[src/rtl/mem_arbiter_pkg.sv]
// Shared definitions for the two-port memory arbiter.
package mem_arbiter_pkg;

  // RUN: both ports arbitrated; DRAIN: wait out in-flight reads; LOAD: loader owns memory
  typedef enum logic [1:0] {
    ST_RUN   = 2'd0,
    ST_DRAIN = 2'd1,
    ST_LOAD  = 2'd2
  } state_t;

  // Port indices into the two-bit request/grant vectors
  localparam logic PORT_CPU = 1'b0;
  localparam logic PORT_LDR = 1'b1;

endpackage

[src/rtl/mem_arbiter_if.sv]
// Bus bundle between the CPU/loader requesters, the arbiter and the RAM.
// Signal names follow the arbiter's point of view (i_ into it, o_ out of it).
interface mem_arbiter_if #(
  parameter int AW = 8,
  parameter int DW = 8
) ();

  logic          i_cpu_req;
  logic          i_cpu_we;
  logic [AW-1:0] i_cpu_addr;
  logic [DW-1:0] i_cpu_wdata;
  logic          o_cpu_gnt;
  logic          o_cpu_rvalid;
  logic [DW-1:0] o_cpu_rdata;
  logic          o_cpu_stall;

  logic          i_ldr_req;
  logic          i_ldr_we;
  logic [AW-1:0] i_ldr_addr;
  logic [DW-1:0] i_ldr_wdata;
  logic          o_ldr_gnt;
  logic          o_ldr_rvalid;
  logic [DW-1:0] o_ldr_rdata;
  logic          i_ldr_lock;

  logic          o_mem_en;
  logic          o_mem_we;
  logic [AW-1:0] o_mem_addr;
  logic [DW-1:0] o_mem_wdata;
  logic [DW-1:0] i_mem_rdata;

  modport slave (
    input  i_cpu_req, i_cpu_we, i_cpu_addr, i_cpu_wdata,
    input  i_ldr_req, i_ldr_we, i_ldr_addr, i_ldr_wdata, i_ldr_lock,
    input  i_mem_rdata,
    output o_cpu_gnt, o_cpu_rvalid, o_cpu_rdata, o_cpu_stall,
    output o_ldr_gnt, o_ldr_rvalid, o_ldr_rdata,
    output o_mem_en, o_mem_we, o_mem_addr, o_mem_wdata
  );

  modport master (
    output i_cpu_req, i_cpu_we, i_cpu_addr, i_cpu_wdata,
    output i_ldr_req, i_ldr_we, i_ldr_addr, i_ldr_wdata, i_ldr_lock,
    output i_mem_rdata,
    input  o_cpu_gnt, o_cpu_rvalid, o_cpu_rdata, o_cpu_stall,
    input  o_ldr_gnt, o_ldr_rvalid, o_ldr_rdata,
    input  o_mem_en, o_mem_we, o_mem_addr, o_mem_wdata
  );

endinterface

[src/rtl/mem_arbiter_rr_arb2.sv]
// Two-way round-robin grant with a 1-bit last-granted pointer.
module rr_arb2
  import mem_arbiter_pkg::*;
(
  input  logic       i_clk,
  input  logic       i_rst,
  input  logic [1:0] i_req,
  input  logic       i_ptr_ldr,
  output logic [1:0] o_gnt
);

  logic r_last;

  // A lone requester always wins; on a tie the port not granted last wins
  always_comb begin
    o_gnt = 2'b00;
    if (i_req[PORT_CPU] && (!i_req[PORT_LDR] || r_last == PORT_LDR)) begin
      o_gnt[PORT_CPU] = 1'b1;
    end else if (i_req[PORT_LDR]) begin
      o_gnt[PORT_LDR] = 1'b1;
    end
  end

  // Track the last winner; reset and forced loads leave the CPU favoured
  always_ff @(posedge i_clk) begin
    if (!i_rst) begin
      r_last <= PORT_LDR;
    end else if (i_ptr_ldr || o_gnt[PORT_LDR]) begin
      r_last <= PORT_LDR;
    end else if (o_gnt[PORT_CPU]) begin
      r_last <= PORT_CPU;
    end
  end

endmodule

[src/rtl/mem_arbiter.sv]
// CPU/loader arbiter for a single-port synchronous RAM with a loader lock mode.
module mem_arbiter
  import mem_arbiter_pkg::*;
#(
  parameter int AW = 8,
  parameter int DW = 8
) (
  input  logic         i_clk,
  input  logic         i_rst,
  mem_arbiter_if.slave bus
);

  state_t        r_state;
  state_t        w_state_nxt;
  logic [1:0]    w_req;
  logic [1:0]    w_gnt;
  logic          w_ptr_ldr;
  logic          r_cpu_rvalid;
  logic          r_ldr_rvalid;
  logic [DW-1:0] r_cpu_rdata;
  logic [DW-1:0] r_ldr_rdata;
  logic          w_cpu_rvalid;
  logic          w_ldr_rvalid;
  logic [AW-1:0] w_mem_addr;

  rr_arb2 u_rr_arb2 (
    .i_clk     (i_clk),
    .i_rst     (i_rst),
    .i_req     (w_req),
    .i_ptr_ldr (w_ptr_ldr),
    .o_gnt     (w_gnt)
  );

  // Next state and the per-state request mask fed to the round-robin
  always_comb begin
    w_state_nxt = r_state;
    w_req       = 2'b00;
    w_ptr_ldr   = 1'b0;
    case (r_state)
      ST_RUN: begin
        // CPU is blocked in the cycle lock is first seen so it cannot slip in
        w_req[PORT_CPU] = bus.i_cpu_req & ~bus.i_ldr_lock;
        w_req[PORT_LDR] = bus.i_ldr_req;
        if (bus.i_ldr_lock) w_state_nxt = ST_DRAIN;
      end
      ST_DRAIN: begin
        if (!bus.i_ldr_lock) begin
          w_state_nxt = ST_RUN;
        end else if (!(r_cpu_rvalid || r_ldr_rvalid)) begin
          w_state_nxt = ST_LOAD;
        end
      end
      ST_LOAD: begin
        w_req[PORT_LDR] = bus.i_ldr_req;
        if (!bus.i_ldr_lock) begin
          w_state_nxt = ST_RUN;
          w_ptr_ldr   = 1'b1;
        end
      end
      default: w_state_nxt = ST_RUN;
    endcase
    if (!i_rst) w_req = 2'b00;
  end

  // FSM state register
  always_ff @(posedge i_clk) begin
    if (!i_rst) r_state <= ST_RUN;
    else        r_state <= w_state_nxt;
  end

  // Read-return tracking: rvalid one cycle after a read grant, rdata held afterwards
  always_ff @(posedge i_clk) begin
    if (!i_rst) begin
      r_cpu_rvalid <= 1'b0;
      r_ldr_rvalid <= 1'b0;
      r_cpu_rdata  <= '0;
      r_ldr_rdata  <= '0;
    end else begin
      r_cpu_rvalid <= w_gnt[PORT_CPU] & ~bus.i_cpu_we;
      r_ldr_rvalid <= w_gnt[PORT_LDR] & ~bus.i_ldr_we;
      if (r_cpu_rvalid) r_cpu_rdata <= bus.i_mem_rdata;
      if (r_ldr_rvalid) r_ldr_rdata <= bus.i_mem_rdata;
    end
  end

  // Reset low in the return cycle kills a pending rvalid immediately
  assign w_cpu_rvalid = r_cpu_rvalid & i_rst;
  assign w_ldr_rvalid = r_ldr_rvalid & i_rst;
  assign w_mem_addr   = w_gnt[PORT_LDR] ? bus.i_ldr_addr : bus.i_cpu_addr;

  assign bus.o_cpu_gnt    = w_gnt[PORT_CPU];
  assign bus.o_ldr_gnt    = w_gnt[PORT_LDR];
  assign bus.o_cpu_rvalid = w_cpu_rvalid;
  assign bus.o_ldr_rvalid = w_ldr_rvalid;
  // RAM data is already registered, so the return cycle passes it straight through
  assign bus.o_cpu_rdata  = w_cpu_rvalid ? bus.i_mem_rdata : r_cpu_rdata;
  assign bus.o_ldr_rdata  = w_ldr_rvalid ? bus.i_mem_rdata : r_ldr_rdata;
  assign bus.o_cpu_stall  = (r_state != ST_RUN);

  assign bus.o_mem_en    = |w_gnt;
  assign bus.o_mem_we    = (w_gnt[PORT_CPU] & bus.i_cpu_we) | (w_gnt[PORT_LDR] & bus.i_ldr_we);
  assign bus.o_mem_addr  = w_mem_addr;
  assign bus.o_mem_wdata = w_gnt[PORT_LDR] ? bus.i_ldr_wdata : bus.i_cpu_wdata;

endmodule

[src/flat_wrapper.sv]
// flat-port wrapper written by rule: the top's interface ports become plain ports
module mem_arbiter_flat import mem_arbiter_pkg::*;
#(
  parameter int AW = 8,
  parameter int DW = 8
)
  (i_clk, i_rst, bus_i_cpu_req, bus_i_cpu_we, bus_i_cpu_addr, bus_i_cpu_wdata, bus_i_ldr_req, bus_i_ldr_we, bus_i_ldr_addr, bus_i_ldr_wdata, bus_i_ldr_lock, bus_i_mem_rdata, bus_o_cpu_gnt, bus_o_cpu_rvalid, bus_o_cpu_rdata, bus_o_cpu_stall, bus_o_ldr_gnt, bus_o_ldr_rvalid, bus_o_ldr_rdata, bus_o_mem_en, bus_o_mem_we, bus_o_mem_addr, bus_o_mem_wdata);
  mem_arbiter_if #(.AW(AW), .DW(DW)) bus_i ();
  input  logic i_clk;
  input  logic i_rst;
  input wire logic [$bits(bus_i.i_cpu_req)-1:0] bus_i_cpu_req;
  input wire logic [$bits(bus_i.i_cpu_we)-1:0] bus_i_cpu_we;
  input wire logic [$bits(bus_i.i_cpu_addr)-1:0] bus_i_cpu_addr;
  input wire logic [$bits(bus_i.i_cpu_wdata)-1:0] bus_i_cpu_wdata;
  input wire logic [$bits(bus_i.i_ldr_req)-1:0] bus_i_ldr_req;
  input wire logic [$bits(bus_i.i_ldr_we)-1:0] bus_i_ldr_we;
  input wire logic [$bits(bus_i.i_ldr_addr)-1:0] bus_i_ldr_addr;
  input wire logic [$bits(bus_i.i_ldr_wdata)-1:0] bus_i_ldr_wdata;
  input wire logic [$bits(bus_i.i_ldr_lock)-1:0] bus_i_ldr_lock;
  input wire logic [$bits(bus_i.i_mem_rdata)-1:0] bus_i_mem_rdata;
  output wire logic [$bits(bus_i.o_cpu_gnt)-1:0] bus_o_cpu_gnt;
  output wire logic [$bits(bus_i.o_cpu_rvalid)-1:0] bus_o_cpu_rvalid;
  output wire logic [$bits(bus_i.o_cpu_rdata)-1:0] bus_o_cpu_rdata;
  output wire logic [$bits(bus_i.o_cpu_stall)-1:0] bus_o_cpu_stall;
  output wire logic [$bits(bus_i.o_ldr_gnt)-1:0] bus_o_ldr_gnt;
  output wire logic [$bits(bus_i.o_ldr_rvalid)-1:0] bus_o_ldr_rvalid;
  output wire logic [$bits(bus_i.o_ldr_rdata)-1:0] bus_o_ldr_rdata;
  output wire logic [$bits(bus_i.o_mem_en)-1:0] bus_o_mem_en;
  output wire logic [$bits(bus_i.o_mem_we)-1:0] bus_o_mem_we;
  output wire logic [$bits(bus_i.o_mem_addr)-1:0] bus_o_mem_addr;
  output wire logic [$bits(bus_i.o_mem_wdata)-1:0] bus_o_mem_wdata;
  assign bus_i.i_cpu_req = bus_i_cpu_req;
  assign bus_i.i_cpu_we = bus_i_cpu_we;
  assign bus_i.i_cpu_addr = bus_i_cpu_addr;
  assign bus_i.i_cpu_wdata = bus_i_cpu_wdata;
  assign bus_i.i_ldr_req = bus_i_ldr_req;
  assign bus_i.i_ldr_we = bus_i_ldr_we;
  assign bus_i.i_ldr_addr = bus_i_ldr_addr;
  assign bus_i.i_ldr_wdata = bus_i_ldr_wdata;
  assign bus_i.i_ldr_lock = bus_i_ldr_lock;
  assign bus_i.i_mem_rdata = bus_i_mem_rdata;
  assign bus_o_cpu_gnt = bus_i.o_cpu_gnt;
  assign bus_o_cpu_rvalid = bus_i.o_cpu_rvalid;
  assign bus_o_cpu_rdata = bus_i.o_cpu_rdata;
  assign bus_o_cpu_stall = bus_i.o_cpu_stall;
  assign bus_o_ldr_gnt = bus_i.o_ldr_gnt;
  assign bus_o_ldr_rvalid = bus_i.o_ldr_rvalid;
  assign bus_o_ldr_rdata = bus_i.o_ldr_rdata;
  assign bus_o_mem_en = bus_i.o_mem_en;
  assign bus_o_mem_we = bus_i.o_mem_we;
  assign bus_o_mem_addr = bus_i.o_mem_addr;
  assign bus_o_mem_wdata = bus_i.o_mem_wdata;
  mem_arbiter #(.AW(AW), .DW(DW)) u_core (.i_clk(i_clk), .i_rst(i_rst), .bus(bus_i));
endmodule
[config.mk]
export PLATFORM = sky130hd
export DESIGN_NAME = mem_arbiter_flat
export DESIGN_NICKNAME = d
export VERILOG_FILES = /design/src/rtl/mem_arbiter_pkg.sv /design/src/rtl/mem_arbiter_if.sv /design/src/rtl/mem_arbiter_rr_arb2.sv /design/src/rtl/mem_arbiter.sv /design/src/flat_wrapper.sv
export SDC_FILE = /design/constraint.sdc
export NUM_CORES = 1
export LEC_CHECK = 0
export CAP_MARGIN = 5
export CORE_AREA = 3 3 65 67
export DETAILED_ROUTE_END_ITERATION = 10
export DIE_AREA = 0 0 68 70
export PLACE_DENSITY_LB_ADDON = 0.05
export SLEW_MARGIN = 20
export SYNTH_ARGS = -nofsm -noshare
export SYNTH_HDL_FRONTEND = slang
export SYNTH_SLANG_ARGS = --single-unit
[constraint.sdc]
create_clock -name i_clk -period 2.2 [get_ports i_clk]
set_input_delay 0.22 -clock i_clk [delete_from_list [all_inputs] [get_ports i_clk]]
set_output_delay 0.22 -clock i_clk [all_outputs]
set_load 0.05 [all_outputs]
==> impl_results.md <==
- Fmax: 472 MHz
- CTS Root Cell: clkbuf_8
- Static Leak: 1.02 nW
- RePlAce Congestion: 0.770
- CP arrival: 1.90 ns
- Post-Route Skew: 0.00434 ns
- Hold Violations, Final: 0
- Crit-path max FO: 19
- Ant diodes: 0
- Worst hold path type: flip-flop to flip-flop
- CTS clk-pin slew, worst paths: 0.07 ns
- 1st-iter DRT viols: 28
- Crit path time final: 2.12 ns
- Routed length per instance: 13.9 um
- Syn Std Cell Area: 0.00128 sq mm
- Initial antenna violation count: 0
- Final non-filler cell total: 255
- Period Utilization, post-route: 0.962
- Sequential fraction of the synthesis area: 0.329
- Router iterations before antenna repair: 4
- Row count: 22
- Fill cell count: 281
- Syn avg cell area: 10.8 sq um
- Synth Warn #: 0
- Slew Viols, Final: 0
- Crit end category: output pin
- Max cap viols: 0
- Run status: complete, no violations
- Setup Viol. Count Final: 0
- Worst IR Drop VDD: 0.230 mV
- HPWL Detailed: 2930 um
- Total number of vias: 1198
- Synthesis-stage register bit count: 21
- CP Data Required Time: 1.98 ns
- Worst skew pair latency: 0.26 ns
- Yosys cell types: 23
- Layout cell share with drive strength beyond 1: 0.406
- CTS tree: built
- Switching power: 0.000370 W
- Seq pwr share: 0.348
- DRC: 0
- Placed cell count: 251
- Rel. slew slack: 0.669
- Setup repair bufs after CTS: 0
- CTS Hold Bufs: 0
- Critical path type: input pin to output pin
- Gate power share: 0.435
- WL final: 3550 um
- Resized cells post-CTS: 0
- EDFF count, synth: 0
- # IOs: 86
- Worst hold slack: 0.506 ns
- Die H: 70 um
- Internal power: 0.000775 W
- Total grt overflow: 0
- Vias per cell: 4.70
- Core area: 0.00369 sq mm
- Post-Syn Instances: 118
- Worst Setup Start Kind: input pin
- Placed Area: 0.00248 sq mm
- Port bufs: 85
- Pwr dens: 454 mW/mm^2
- CTS H-Tree Depth: 1
- Starting density of the core: 0.346
- First-pass GRT wire length: 6010 um
- Worst-Margin Slew: 0.494 ns
- Post-route cell area: 0.00252 sq mm
- Net Sw Frac: 0.323
- Main synth FF type: dfxtp_1
- Final ANT Viol Nets: 0
- Die width: 68 um
- CTS buffer count: 3
- Area grow syn2layout: 97.5%
- Setup TNS: 0 ns
- Largest net degree at the start of global routing: 23
- Fin nets: 255
- Die footprint: 0.00476 sq mm
- Final WS setup: 0.0833 ns
- Clk sinks: 21
- Clock network power share: 0.218
- Post-Syn Nets: 165
- RSZ-0062 raised after global routing: false
- Deepest clock path buffer count: 2
- Vias in the first global route: 1297
- Fraction of registers with async set/reset: 0
- Total GRT Usage: 0.162
- Dpl ws: 0.0867 ns
## kinds of logic (layout without fill, tap and decap cells)
group	Yosys count	count (layout)	share of synthesized area
mux	49	49	0.436
simple gates	34	34	0.162
flops	21	21	0.329
buf+inv	10	99	0.0500
compound gates	4	4	0.0235
## layout make-up
cell class	count	area, sq um	share of cell area
clock buffer	3	41.3	0.0164
clock inverter	1	5.00	0.00198
inverter	4	15.0	0.00595
multi-input combinational	87	805	0.319
sequential	21	420	0.167
tap	48	60.1	0.0238
timing repair buffer	91	1180	0.466
## power groups by stage
stage,Clock [W],Combinational (W),Sequential [W]
global placement,0,0.000494,0.000406
finish,0.000249,0.000497,0.000398
global route,0.000272,0.000522,0.000400
detailed placement,0,0.000501,0.000407
CTS,0.000260,0.000503,0.000398
floorplan,0,0.000256,0.000404
## sequential cells by signal, summed over array words and instances, names as in the netlist
name,cells
u_core.r_cpu_rdata,8
u_core.r_cpu_rvalid,1
u_core.r_ldr_rdata,8
u_core.r_ldr_rvalid,1
u_core.r_state,2
u_core.u_rr_arb2.r_last,1
## metrics by stage
step,utilization,power (W)
6_report,0.684,0.00114
3_5_place_dp,0.671,0.000908
5_1_grt,0.684,0.00119
3_3_place_gp,0.671,0.000901
2_1_floorplan,-,0.000660
4_1_cts,0.684,0.00116
## placed cells by master (no fill, tap or decap), types with 2 or more instances in the layout
| cell | Yosys | layout |
|---|---|---|
| nor3_1 | 4 | 3 |
| mux2i_1 | 17 | 17 |
| buf_4 | 0 | 14 |
| or2_2 | 2 | 2 |
| mux2_4 | 7 | 7 |
| clkdlybuf4s50_1 | 0 | 47 |
| clkbuf_8 | 0 | 3 |
| dfxtp_1 | 21 | 21 |
| inv_1 | 4 | 4 |
| mux2_2 | 25 | 25 |
| nor2b_1 | 18 | 18 |
| nand2_1 | 4 | 4 |
| buf_12 | 1 | 30 |
## worst max-delay path, cell delays in order
cell and delay (ns):
clkdlybuf4s50_1 0.55, nand3b_1 0.12, o21ba_1 0.28, buf_12 0.18, mux2_2 0.35, buf_4 0.19
## routing by layer
metal / GRT usage / vias up / part of all wire
li1: - / 593 / -
met1: 0.182 / 539 / 0.37
met2: 0.270 / 62 / 0.50
met3: 0.0547 / 4 / 0.12
met4: 0.0662 / 0 / 0.016
met5: 0 / - / 0
## synth_stat cells, drive strengths merged (2+ instances only)
cell type	instances	area [sq um]
nor2b	18	113
mux2	32	387
mux2i	17	170
nor3	4	20.0
inv	4	15.0
dfxtp	21	420
clkbuf	2	7.51
buf	4	41.3
nand2	4	15.0
or2	2	12.5
## worst paths after layout
| kind | startpoint | to | slack, ns | depth (start not counted) |
|---|---|---|---|---|
| setup / recovery | i_rst | bus_o_mem_addr[3] | 0.08 | 6 |
| hold / removal | u_core.r_state[1] | u_core.r_state[0] | 0.51 | 1 |
| setup reg to reg | u_core.r_state[1] | u_core.r_cpu_rvalid | 0.77 | 4 |
| hold reg to reg | u_core.r_state[1] | u_core.r_state[0] | 0.51 | 1 |
Power figures use the tool's default switching activity.
